[src/rtl/filter_meas_pkg.sv]
// Shared types and constants for the filtered-signal pulse measurement block.
package filter_meas_pkg;

  typedef enum logic [1:0] {
    IDLE = 2'd0,
    ARM  = 2'd1,
    MEAS = 2'd2
  } meas_state_e;

  localparam logic [1:0] SEL_BOTH = 2'b00;
  localparam logic [1:0] SEL_HIGH = 2'b01;
  localparam logic [1:0] SEL_LOW  = 2'b10;

  localparam int unsigned CNT_W_DEF = 16;
  // Level bit sits just above the duration field of a record
  localparam int unsigned LVL_BIT   = CNT_W_DEF;

  // 2'b11 is an alias of SEL_BOTH
  function automatic logic phase_selected(input logic [1:0] sel, input logic lvl);
    case (sel)
      SEL_HIGH: phase_selected = lvl;
      SEL_LOW:  phase_selected = ~lvl;
      default:  phase_selected = 1'b1;
    endcase
  endfunction

endpackage

[src/rtl/filter_meas_fifo.sv]
// Synchronous show-ahead FIFO with occupancy count and drop-on-full indication.
module filter_meas_fifo #(
  parameter  int unsigned WIDTH = 17,
  parameter  int unsigned DEPTH = 8,
  localparam int unsigned AW    = $clog2(DEPTH)
) (
  input  logic             clk_i,
  input  logic             rstn_i,
  input  logic             push_i,
  input  logic             pop_i,
  input  logic [WIDTH-1:0] wdata_i,
  output logic [WIDTH-1:0] rdata_o,
  output logic             empty_o,
  output logic             full_o,
  output logic [AW:0]      level_o,
  output logic [AW:0]      level_nxt_o,
  output logic             drop_o
);

  localparam logic [AW:0] FULL_CNT = (AW+1)'(DEPTH);

  logic [WIDTH-1:0] mem [DEPTH];
  logic [AW-1:0]    wr_ptr, rd_ptr;
  logic [AW:0]      count, count_nxt;
  logic             do_push, do_pop;

  assign empty_o = (count == '0);
  assign full_o  = (count == FULL_CNT);
  assign level_o = count;
  assign rdata_o = empty_o ? '0 : mem[rd_ptr];

  // A pop in the same cycle frees the slot, so a push into a full FIFO still lands
  assign do_pop      = pop_i & ~empty_o;
  assign do_push     = push_i & (~full_o | do_pop);
  assign drop_o      = push_i & full_o & ~do_pop;
  assign level_nxt_o = count_nxt;

  always_comb begin
    count_nxt = count;
    if (do_push && !do_pop)
      count_nxt = count + (AW+1)'(1);
    else if (!do_push && do_pop)
      count_nxt = count - (AW+1)'(1);
  end

  always_ff @(posedge clk_i or negedge rstn_i) begin
    if (!rstn_i) begin
      wr_ptr <= '0;
      rd_ptr <= '0;
      count  <= '0;
    end else begin
      if (do_push) wr_ptr <= wr_ptr + AW'(1);
      if (do_pop)  rd_ptr <= rd_ptr + AW'(1);
      count <= count_nxt;
    end
  end

  always_ff @(posedge clk_i) begin
    if (do_push) mem[wr_ptr] <= wdata_i;
  end

endmodule

[src/rtl/filter_pulse_meas.sv]
// Measures high/low phase durations of the filtered signal and queues {level, duration} records.
module filter_pulse_meas
  import filter_meas_pkg::*;
#(
  parameter  int unsigned CNT_W      = CNT_W_DEF,
  parameter  int unsigned FIFO_DEPTH = 8,
  localparam int unsigned ADDR_W     = $clog2(FIFO_DEPTH)
) (
  input  logic              clk_i,
  input  logic              rstn_i,
  input  logic              data_i,
  input  logic              meas_en_i,
  input  logic [1:0]        edge_sel_i,
  input  logic              irq_en_i,
  input  logic              rd_req_i,
  input  logic              clr_ovf_i,
  output logic [CNT_W:0]    rd_data_o,
  output logic              fifo_empty_o,
  output logic              fifo_full_o,
  output logic [ADDR_W:0]   fifo_level_o,
  output logic              ovf_o,
  output logic              irq_o
);

  meas_state_e      state, state_nxt;
  logic [CNT_W-1:0] cnt, cnt_nxt;
  logic             data_d, edge_det, push;
  logic             fifo_drop, ovf_nxt;
  logic [ADDR_W:0]  level_nxt;

  assign edge_det = data_i ^ data_d;

  always_comb begin
    state_nxt = state;
    cnt_nxt   = cnt;
    push      = 1'b0;
    if (!meas_en_i) begin
      state_nxt = IDLE;
      cnt_nxt   = '0;
    end else begin
      case (state)
        IDLE: begin
          state_nxt = ARM;
          cnt_nxt   = '0;
        end
        // Phase before the first edge is partial, so it only starts the count
        ARM: begin
          if (edge_det) begin
            cnt_nxt   = CNT_W'(1);
            state_nxt = MEAS;
          end
        end
        MEAS: begin
          if (edge_det) begin
            push    = phase_selected(edge_sel_i, data_d);
            cnt_nxt = CNT_W'(1);
          end else if (cnt != '1) begin
            cnt_nxt = cnt + CNT_W'(1);
          end
        end
        default: begin
          state_nxt = IDLE;
          cnt_nxt   = '0;
        end
      endcase
    end
  end

  always_ff @(posedge clk_i or negedge rstn_i) begin
    if (!rstn_i) begin
      state  <= IDLE;
      cnt    <= '0;
      data_d <= 1'b0;
    end else begin
      state  <= state_nxt;
      cnt    <= cnt_nxt;
      data_d <= data_i;
    end
  end

  filter_meas_fifo #(
    .WIDTH (CNT_W + 1),
    .DEPTH (FIFO_DEPTH)
  ) u_fifo (
    .clk_i       (clk_i),
    .rstn_i      (rstn_i),
    .push_i      (push),
    .pop_i       (rd_req_i),
    .wdata_i     ({data_d, cnt}),
    .rdata_o     (rd_data_o),
    .empty_o     (fifo_empty_o),
    .full_o      (fifo_full_o),
    .level_o     (fifo_level_o),
    .level_nxt_o (level_nxt),
    .drop_o      (fifo_drop)
  );

  // Set has priority over clear; irq uses next-state values so it tracks the FIFO without lag
  assign ovf_nxt = fifo_drop | (ovf_o & ~clr_ovf_i);

  always_ff @(posedge clk_i or negedge rstn_i) begin
    if (!rstn_i) begin
      ovf_o <= 1'b0;
      irq_o <= 1'b0;
    end else begin
      ovf_o <= ovf_nxt;
      irq_o <= irq_en_i & ((level_nxt != '0) | ovf_nxt);
    end
  end

endmodule

[config.mk]
export PLATFORM = sky130hd
export DESIGN_NAME = filter_pulse_meas
export DESIGN_NICKNAME = d
export VERILOG_FILES = /design/src/rtl/filter_meas_pkg.sv /design/src/rtl/filter_meas_fifo.sv /design/src/rtl/filter_pulse_meas.sv
export SDC_FILE = /design/constraint.sdc
export NUM_CORES = 1
export LEC_CHECK = 0
export ABC_CLOCK_PERIOD_IN_PS = 8600
export BUFFER_PORTS_ARGS = -buffer_cell sky130_fd_sc_hd__buf_2
export CORE_MARGIN = 5
export CORE_UTILIZATION = 50
export DETAILED_ROUTE_END_ITERATION = 8
export PLACE_DENSITY = 0.72
export SETUP_SLACK_MARGIN = 0.15
export SYNTH_ARGS = -nofsm -noshare
export SYNTH_HDL_FRONTEND = slang
export SYNTH_SLANG_ARGS = --single-unit
[constraint.sdc]
create_clock -name clk_i -period 8.6 [get_ports clk_i]
set_input_delay 1.72 -clock clk_i [delete_from_list [all_inputs] [get_ports clk_i]]
set_output_delay 1.72 -clock clk_i [all_outputs]
set_load 0.05 [all_outputs]
==> impl_metrics.yaml, run 1 <==
worst_setup_path:
  r2r_cells: 7
  reg2reg_from: "cnt[0]"
  cp-end-kind: "output port"
  rrSetupSlack_ns: 5.51
  reg2reg_to: "cnt[12]"
  critPathMaxFanout: 22
  crit_path_start_kind: "flip-flop"
  cp.required_ns: 6.88
  criticalPathCategory: "reg2out"
  arrival_ns: 2.65
clock_network:
  clock_latency_ns: 0.42
  cts_buffers: 17
  ctsResizeCount: 0
  clock_path_buffers: 2
  path_clk_slew_ns: 0.06
  cts_hold_buf: 0
  htree_levels: 4
  cts_tree: "done"
  post_cts_buffers: 0
  cts.sinks: 167
  ctsRootBufferMaster: "clkbuf_16"
die:
  die_h_um: 129
  ioPinCount: 34
  die_area_mm2: 0.0166
  rows: 43
  fp.dieW_um: 129
  design.core.area_mm2: 0.0139
  start_util_pct: 50.8
timing:
  worst_slew_pin_slew_ns: 1.19
  maxSlewViolCount: 0
  final.period_utilization_pct: 50.9
  max_freq_mhz: 229
  setup_viol: 0
  rsz0062_at_grt: "no"
  fin_skew_ns: 0.00708
  period_minus_slack_ns: 4.37
  setup_tns_ns: 0
  hold_viol_final: 0
  max-slew-margin-rel_pct: 20.9
placed_design:
  place_inst: 630
  gp_congestion: 0.832
  postPlaceCellArea_mm2: 0.00745
  port_buffers: 33
  dp_hpwl_um: 8580
logic_synthesis:
  synth-edff-count: 136
  syn_inst: 428
  syn-cell-area_mm2: 0.00705
  avgSynthCellArea_um2: 16.5
  yosysSeqAreaShare_pct: 68.9
  ys.warnings.count: 0
  synth-async-reset-ratio_pct: 18.6
  synth_cell_types: 46
  synth_ff_type: "edfxtp_1"
  synth-seq-cells: 167
  synth_fp_nets: 448
global_routing:
  grt.total_usage_pct: 17.9
  antenna_found_initial: 0
  grt_pass1_wl_um: 22200
  grt_pass1_vias: 3939
  grt_overflow: 0
  grt_max_degree: 32
routing:
  wire_per_inst_um: 20.9
  drt_iter0_markers: 338
  vias: 3866
  viasPerCell: 5.85
  drtAntennaViolNets: 0
  first_pass_iters: 4
  post-route-drc-count: 0
  wl_um: 13800
finish:
  final_cell_area_mm2: 0.00807
  nets: 489
  syn_to_final_growth_pct: 14.5
  num_antenna_cells: 0
  fin_cells: 661
  drive_gt1_share_pct: 25.8
power_and_ir_drop:
  leakage_uw: 0.00291
  p_per_area_mw_per_mm2: 304
  peakVddDrop_mv: 0.247
flow_run:
  maxCapViolations: 0
min_path:
  min_path_type: "reg2reg"
  hold_depth: 2
  hold_path_startpoint: "ovf_o"
  hold_end: "ovf_o"
run_status:
  outcome: "completed"
## per-layer routing
metal  wire length [um]  GRT usage, %  share of wire (%)
met5                  0             0                  0
met4                206          5.99                1.5
met3                576          3.74                4.2
met2               7010          29.2                 51
met1               6000          24.4                 44
## power by group
group	total (uW)	internal [uW]	switching (uW)	leakage (uW)
clock	790	504	286	0.000306
sequential	988	901	87.2	0.00168
combinational	675	231	444	0.000924
total	2450	1640	817	0.00291
## cell families (layout without fill, tap and decap cells)
logic type	after synthesis	after routing	synth area share (%)
flops	167	167	68.9
simple gates	97	97	6.74
compound gates	56	56	5.29
mux	55	55	13.9
buf+inv	34	87	2.09
fa+ha+maj	11	11	1.95
xor+xnor	8	8	1.10
## cells in the final DEF (no fill, tap or decap), types with 8 or more instances in the layout
cell type / synthesis / final
mux4_2: 34 / 34
inv_1: 12 / 12
o31ai_1: 12 / 12
nand3_1: 12 / 12
o21ai_0: 20 / 20
a21oi_1: 8 / 8
mux2i_1: 18 / 18
clkbuf_16: 0 / 17
buf_4: 1 / 10
ha_1: 11 / 11
edfxtp_1: 136 / 136
buf_2: 6 / 33
nor2_1: 34 / 34
nand2_1: 15 / 15
dfrtp_1: 31 / 30
## sequential cells by signal, summed over array words and instances (netlist names)
register,cells
state,2
ovf_o,1
u_fifo.wr_ptr,3
u_fifo.rd_ptr,3
data_d,1
cnt,16
u_fifo.mem,136
irq_o,1
u_fifo.level_o,4
## through the flow
stage	total power [uW]	utilization, %	hold slack [ns]	worst slack (ns)
2_1_floorplan	1530	-	0.517	4.08
3_3_place_gp	1680	53.7	0.556	4.41
3_5_place_dp	1690	53.7	0.542	4.38
4_1_cts	2480	58.1	0.575	4.11
5_1_grt	2560	58.1	0.611	3.98
6_report	2450	58.1	0.579	4.23
## worst max path at each step
stage | start | to | slack, ns | cells past startpoint
2_1_floorplan | u_fifo.level_o[1] | rd_data_o[10] | 4.08 | 8
3_3_place_gp | edge_sel_i[0] | u_fifo.mem[0][11] | 4.41 | 7
3_5_place_dp | edge_sel_i[0] | u_fifo.mem[0][12] | 4.38 | 7
4_1_cts | u_fifo.rd_ptr[0] | rd_data_o[15] | 4.11 | 5
5_1_grt | u_fifo.rd_ptr[0] | rd_data_o[10] | 3.98 | 5
6_report | u_fifo.rd_ptr[0] | rd_data_o[15] | 4.23 | 5
## synthesized netlist by cell type (2+ instances only)
cell | n | area (um^2)
nor2b_1 | 3 | 18.8
o21ai_0 | 20 | 100
buf_1 | 2 | 7.51
nor3b_1 | 4 | 30.0
mux2i_1 | 18 | 180
nor3_1 | 7 | 35.0
o31ai_1 | 12 | 90.1
mux4_2 | 34 | 766
mux2_2 | 3 | 33.8
a31oi_1 | 5 | 31.3
nand4_1 | 7 | 43.8
nand2_1 | 15 | 56.3
inv_1 | 12 | 45.0
nor2_1 | 34 | 128
a21oi_1 | 8 | 40.0
buf_2 | 6 | 30.0
a21oi_2 | 2 | 17.5
o41ai_1 | 2 | 17.5
clkbuf_1 | 11 | 41.3
nand3_1 | 12 | 60.1
nand2b_1 | 4 | 25.0
xnor2_1 | 6 | 52.6
and3_1 | 3 | 18.8
edfxtp_1 | 136 | 4080
ha_1 | 11 | 138
dfrtp_1 | 31 | 776
## critical path, stage by stage, from the launching register on
cell and delay (ns):
dfrtp_2 0.70, buf_4 0.50, mux4_2 0.55, mux2i_1 0.17, nor2_1 0.06, buf_2 0.22
## final cells by class
cell class                      count  area (um^2)
Multi-Input combinational cell    227         2070
Sequential cell                   167         4860
Timing Repair Buffer               43          240
Clock buffer                       21          470
Inverter                           13         50.0
Clock inverter                     10          151
Fill cell                        1070         5810
Tap cell                          180          225
Power figures use the tool's default switching activity.
==> run 2: changes to the inputs <==
ABC_AREA = 1   (was not set)
ABC_CLOCK_PERIOD_IN_PS = 4100   (was 8600)
clock period = 4.1 ns   (was 8.6 ns; I/O delays follow)
==> run 2 against run 1 <==
  * Sequential share of layout area down 1.1 points
  * Critical path type unchanged
  * Clock power grew 120%
  * Synthesized cell count is 51% higher
  * Sequential cell count stayed put
  * Wire length increased by 14%
  * Design area rose by 1.8%
  * Cell count up 33%
  * Non-clock buffer count up 4
  * Highest routed layer unchanged
  * Global-route usage is 1.9 points higher
==> impl_metrics.yaml, run 2 <==
run_status:
  outcome: "completed"
global_routing:
  antenna_found_initial: 0
  grt_max_degree: 70
  grt_pass1_vias: 4865
  grt_pass1_wl_um: 25400
  grt_overflow: 0
  grt.total_usage_pct: 19.8
min_path:
  min_path_type: "in2async"
logic_synthesis:
  syn-cell-area_mm2: 0.00718
  ys.warnings.count: 0
  yosysTopAreaCellShare_pct: 56.9
  synthMostInstantiatedCell: "edfxtp_1"
  avgSynthCellArea_um2: 11.1
  synth_ff_type: "edfxtp_1"
  synth-async-reset-ratio_pct: 18.6
  synth_fp_nets: 668
  yosys-top-cells-count: "136 x edfxtp_1, 129 x nor2_1, 91 x o21ai_0, 72 x nand2_1, 38 x inv_1"
  synth_area_leaders: "edfxtp_1 57%, dfrtp_1 11%, nor2_1 6.7%"
  syn_inst: 648
  synth_cell_types: 33
  yosys.area.top_type: "edfxtp_1"
  synth-seq-cells: 167
  synth-edff-count: 136
  yosysSeqAreaShare_pct: 67.7
power_and_ir_drop:
  peakVddDrop_mv: 0.421
  leakage_uw: 0.00302
  p_per_area_mw_per_mm2: 728
routing:
  viasPerCell: 5.58
  first_pass_iters: 5
  drt_iter0_markers: 572
  wire_per_inst_um: 17.9
  drtAntennaViolNets: 0
  post-route-drc-count: 0
  wl_um: 15700
  vias: 4909
worst_setup_path:
  crit_start: "u_fifo.rd_ptr[0]"
  cp-end-kind: "output port"
  arrival_ns: 2.41
  crit_path_start_kind: "flip-flop"
  critPathMaxFanout: 52
  reg2reg_from: "u_fifo.level_o[0]"
  cp.required_ns: 3.28
  criticalPathCategory: "reg2out"
  rrSetupSlack_ns: 1.72
placed_design:
  gp_congestion: 0.874
  dp_hpwl_um: 9300
  place_inst: 847
  port_buffers: 33
  postPlaceCellArea_mm2: 0.00756
finish:
  syn_to_final_growth_pct: 14.5
  fillCellCount: 1108
  final_cell_mix: "136 x edfxtp_1, 129 x nor2_1, 91 x o21ai_0"
  largest_reg_flops: 136
  drive_gt1_share_pct: 14.3
  nets: 706
  num_antenna_cells: 0
  final_cell_area_mm2: 0.00822
  post-route-util_pct: 58.7
  fin_cells: 879
  layout_commonest_cell: "edfxtp_1"
  top_register: "u_fifo.mem"
die:
  die_h_um: 130
  start_util_pct: 51.3
  design.core.area_mm2: 0.0140
  die_area_mm2: 0.0168
  rows: 43
  fp.dieW_um: 130
  ioPinCount: 34
timing:
  maxSlewViolCount: 0
  max_freq_mhz: 310
  max-slew-margin-rel_pct: 40.6
  worst_slew_pin_slew_ns: 0.889
  whs_ns: 0.452
  fin_skew_ns: 0.00755
  period_minus_slack_ns: 3.23
  setup_viol: 0
  final.period_utilization_pct: 78.7
  hold_viol_final: 0
  setup_tns_ns: 0
  rsz0062_at_grt: "no"
clock_network:
  clock_path_buffers: 2
  cts_buffers: 17
  cts.sinks: 167
  ctsRootBufferMaster: "clkbuf_16"
  clock_latency_ns: 0.43
  ctsResizeCount: 0
  post_cts_buffers: 0
  path_clk_slew_ns: 0.06
  cts_tree: "done"
  cts_hold_buf: 0
  htree_levels: 4
flow_run:
  maxCapViolations: 0
run 2: cell types whose count changed in the layout (fill, tap and decap cells not counted), sizes merged, moves of 12 or more:
cell,previous run,this run
nand2,15,77
mux2i,18,0
inv,12,47
o22ai,0,18
mux4,34,0
a31oi,5,17
nor2,34,132
o21ai,20,97
run 2: cell families after synthesis:
family	Yosys count	share of synthesized area, %
adders and majority gates	11	1.92
buffers and inverters	74	4.22
DFF	167	67.7
and+or+nand+nor	240	14.0
xor gates and xnor gates	9	1.10
AOI/OAI and AO/OA	147	11.0
run 2: final cells by class:
type / count / area (um^2) / area share, %
Sequential cell: 167 / 4860 / 59.2
Multi-Input combinational cell: 407 / 2010 / 24.5
Timing Repair Buffer: 47 / 283 / 3.44
Inverter: 46 / 175 / 2.13
Clock inverter: 14 / 219 / 2.66
Tap cell: 180 / 225 / 2.74
Clock buffer: 18 / 439 / 5.34
run 2: power breakdown:
group	internal [uW]	leakage, uW	total, uW	switching (uW)
registers	1890	0.00159	1960	69.2
clock network	1100	0.000317	1750	648
logic	579	0.00112	2270	1690
run 2: path summary, 6_finish.rpt:
path / end / depth (start not counted)
max reg2reg: u_fifo.mem[4][6] / 9
min in group clk_i: ovf_o / 2
min reg2reg: ovf_o / 2
max in group asynchronous: u_fifo.rd_ptr[0] / 1
max: rd_data_o[4] / 7
min: u_fifo.level_o[3] / 1
run 2: critical path, cell delays in order, from the launching register on:
cell and delay, ns:
dfrtp_2 0.40, inv_1 0.42, buf_12 0.28, nor2_1 0.07, o22ai_1 0.18, o21ai_0 0.09
a31oi_1 0.20, buf_2 0.30
run 2: metrics by stage:
step	power, uW	worst slack [ns]
floorplan	3730	0.875
global placement	4220	1.35
detailed placement	4270	1.31
CTS	6020	0.851
global route	6290	0.676
finish	5980	0.873
run 2: per-layer routing:
layer  vias up  share of wire [%]  GRT usage [%]
met2       181                 47           31.1
met5         -                  0              0
met1      2350                 43           26.6
li1       2339                  -              -
met4         0                3.6           8.86
met3        39                5.9           4.71
==> run 3: changes to the inputs <==
ABC_CLOCK_PERIOD_IN_PS = 3200   (was 4100)
clock period = 3.2 ns   (was 4.1 ns; I/O delays follow)
==> run 3 against run 2 <==
  * Total power is 26% higher
  * Count of clock-buffer cells in the layout grew 2
  * Combinational power is 29% higher
  * Clock skew rose by 0.0033 ns
  * Critical path depth down 1
  * Wire length down 4.3%
  * Cell count up 0.46%
  * Design area grew 0.27%
  * Clock power increased by 21%
  * Sequential power increased by 28%
  * Die area unchanged
==> impl_metrics.yaml, run 3 (synthesized netlist as in run 2, its figures left out) <==
run_status:
  outcome: "completed"
routing:
  viasPerCell: 5.52
  first_pass_iters: 4
  vias: 4874
  wl_um: 15100
  post-route-drc-count: 0
  drt_iter0_markers: 461
  drtAntennaViolNets: 0
  wire_per_inst_um: 17.1
clock_network:
  cts_buffers: 17
  path_clk_slew_ns: 0.07
  cts.sinks: 167
  clock_path_buffers: 2
  cts_hold_buf: 0
  ctsRootBufferMaster: "clkbuf_16"
  htree_levels: 4
  clock_latency_ns: 0.42
  cts_tree: "done"
  post_cts_buffers: 0
finish:
  fin_cells: 883
  largest_reg_flops: 136
  nets: 710
  fillCellCount: 1115
  multiInputGateArea_mm2: 0.00201
  num_antenna_cells: 0
  final_cell_mix: "136 x edfxtp_1, 129 x nor2_1, 91 x o21ai_0"
  post-route-util_pct: 58.9
  syn_to_final_growth_pct: 14.8
  seq_area_mm2: 0.00486
  top_register: "u_fifo.mem"
  layout_commonest_cell: "edfxtp_1"
  drive_gt1_share_pct: 14.5
worst_setup_path:
  cpPeakStageDelay_ns: 0.39
  cpMostUsedCell: "o21ai_0"
  reg2reg_to: "u_fifo.mem[2][0]"
  arrival_ns: 2.18
  slowest_stage: "buf_6"
  criticalPathCategory: "reg2out"
  cp.required_ns: 2.56
  crit_path_start_kind: "flip-flop"
  critPathMaxFanout: 69
  reg2reg_from: "state[0]"
  cp-end-kind: "output port"
  path_buf_inv: 2
  cp_top_family: "buffers and inverters"
  path_depth: 6
  crit_path_end: "rd_data_o[1]"
  rrSetupSlack_ns: 0.87
  crit_start: "u_fifo.rd_ptr[0]"
  r2r_cells: 8
  path_cells: "buf_6, o21ai_0, o22ai_1, o21ai_0, a31oi_1, buf_2"
timing:
  hold_viol_final: 0
  maxSlewViolCount: 0
  period_minus_slack_ns: 2.82
  final.period_utilization_pct: 88.1
  setup_viol: 0
  worst_slew_pin_slew_ns: 0.732
  rsz0062_at_grt: "no"
  setup_tns_ns: 0
  fin_skew_ns: 0.0109
  max_freq_mhz: 355
  max-slew-margin-rel_pct: 51.2
power_and_ir_drop:
  p_per_area_mw_per_mm2: 918
  peakVddDrop_mv: 0.510
  total_power_uw: 7560
  leakage_uw: 0.00304
die:
  rows: 43
  start_util_pct: 51.3
  design.core.area_mm2: 0.0140
  die_h_um: 130
  die_area_mm2: 0.0168
  ioPinCount: 34
  fp.dieW_um: 130
global_routing:
  grt.total_usage_pct: 19.4
  grt_overflow: 0
  antenna_found_initial: 0
  grt_pass1_wl_um: 24900
  grt_pass1_vias: 4949
  grt_max_degree: 70
placed_design:
  port_buffers: 33
  gp_congestion: 0.856
  dp_hpwl_um: 9420
  place_inst: 851
flow_run:
  maxCapViolations: 0
min_path:
  min_path_type: "in2async"
-- run 3: repair_timing --
action / 4_1_cts / 5_1_grt
hold endpoints to repair: 0 / 0
resized for setup: 0 / 1
setup endpoints to repair: 0 / 10
-- run 3: through the flow --
stage                     hold slack (ns)  area, um^2  setup WS (ns)
final                               0.274        8240          0.381
after detailed placement            0.535        7610          0.701
after floorplan                     0.344        7180          0.155
after global routing                0.319        8240          0.218
after CTS                           0.277        8240          0.217
after global placement              0.515        7610          0.762
-- run 3: worst min-delay path by stage --
| stage | from | to |
|---|---|---|
| floorplan | rstn_i | cnt[0] |
| global placement | ovf_o | ovf_o |
| detailed placement | ovf_o | ovf_o |
| CTS | rstn_i | u_fifo.level_o[1] |
| global route | rstn_i | u_fifo.level_o[3] |
| finish | rstn_i | u_fifo.level_o[3] |
-- run 3: area by class of cell --
class / instances / area share [%]
repair buffers: 51 / 4.15
well taps: 180 / 2.73
clock buffers: 20 / 5.42
multi-input cells: 407 / 24.4
clock inverters: 12 / 2.13
flip-flops and latches: 167 / 59.0
inverters: 46 / 2.13
-- run 3: layer usage --
layer	vias to the layer above	global-route usage [%]	wire, um	part of all wire, %
met5	-	0	0	0
met4	0	7.21	255	1.7
met3	26	4.83	835	5.5
met2	140	32.5	7480	50
met1	2358	24.6	6480	43
li1	2350	-	-	-
-- run 3: power by group --
group	internal, uW	switching, uW
combinational	771	2150
clock	1320	799
sequential	2430	85.7
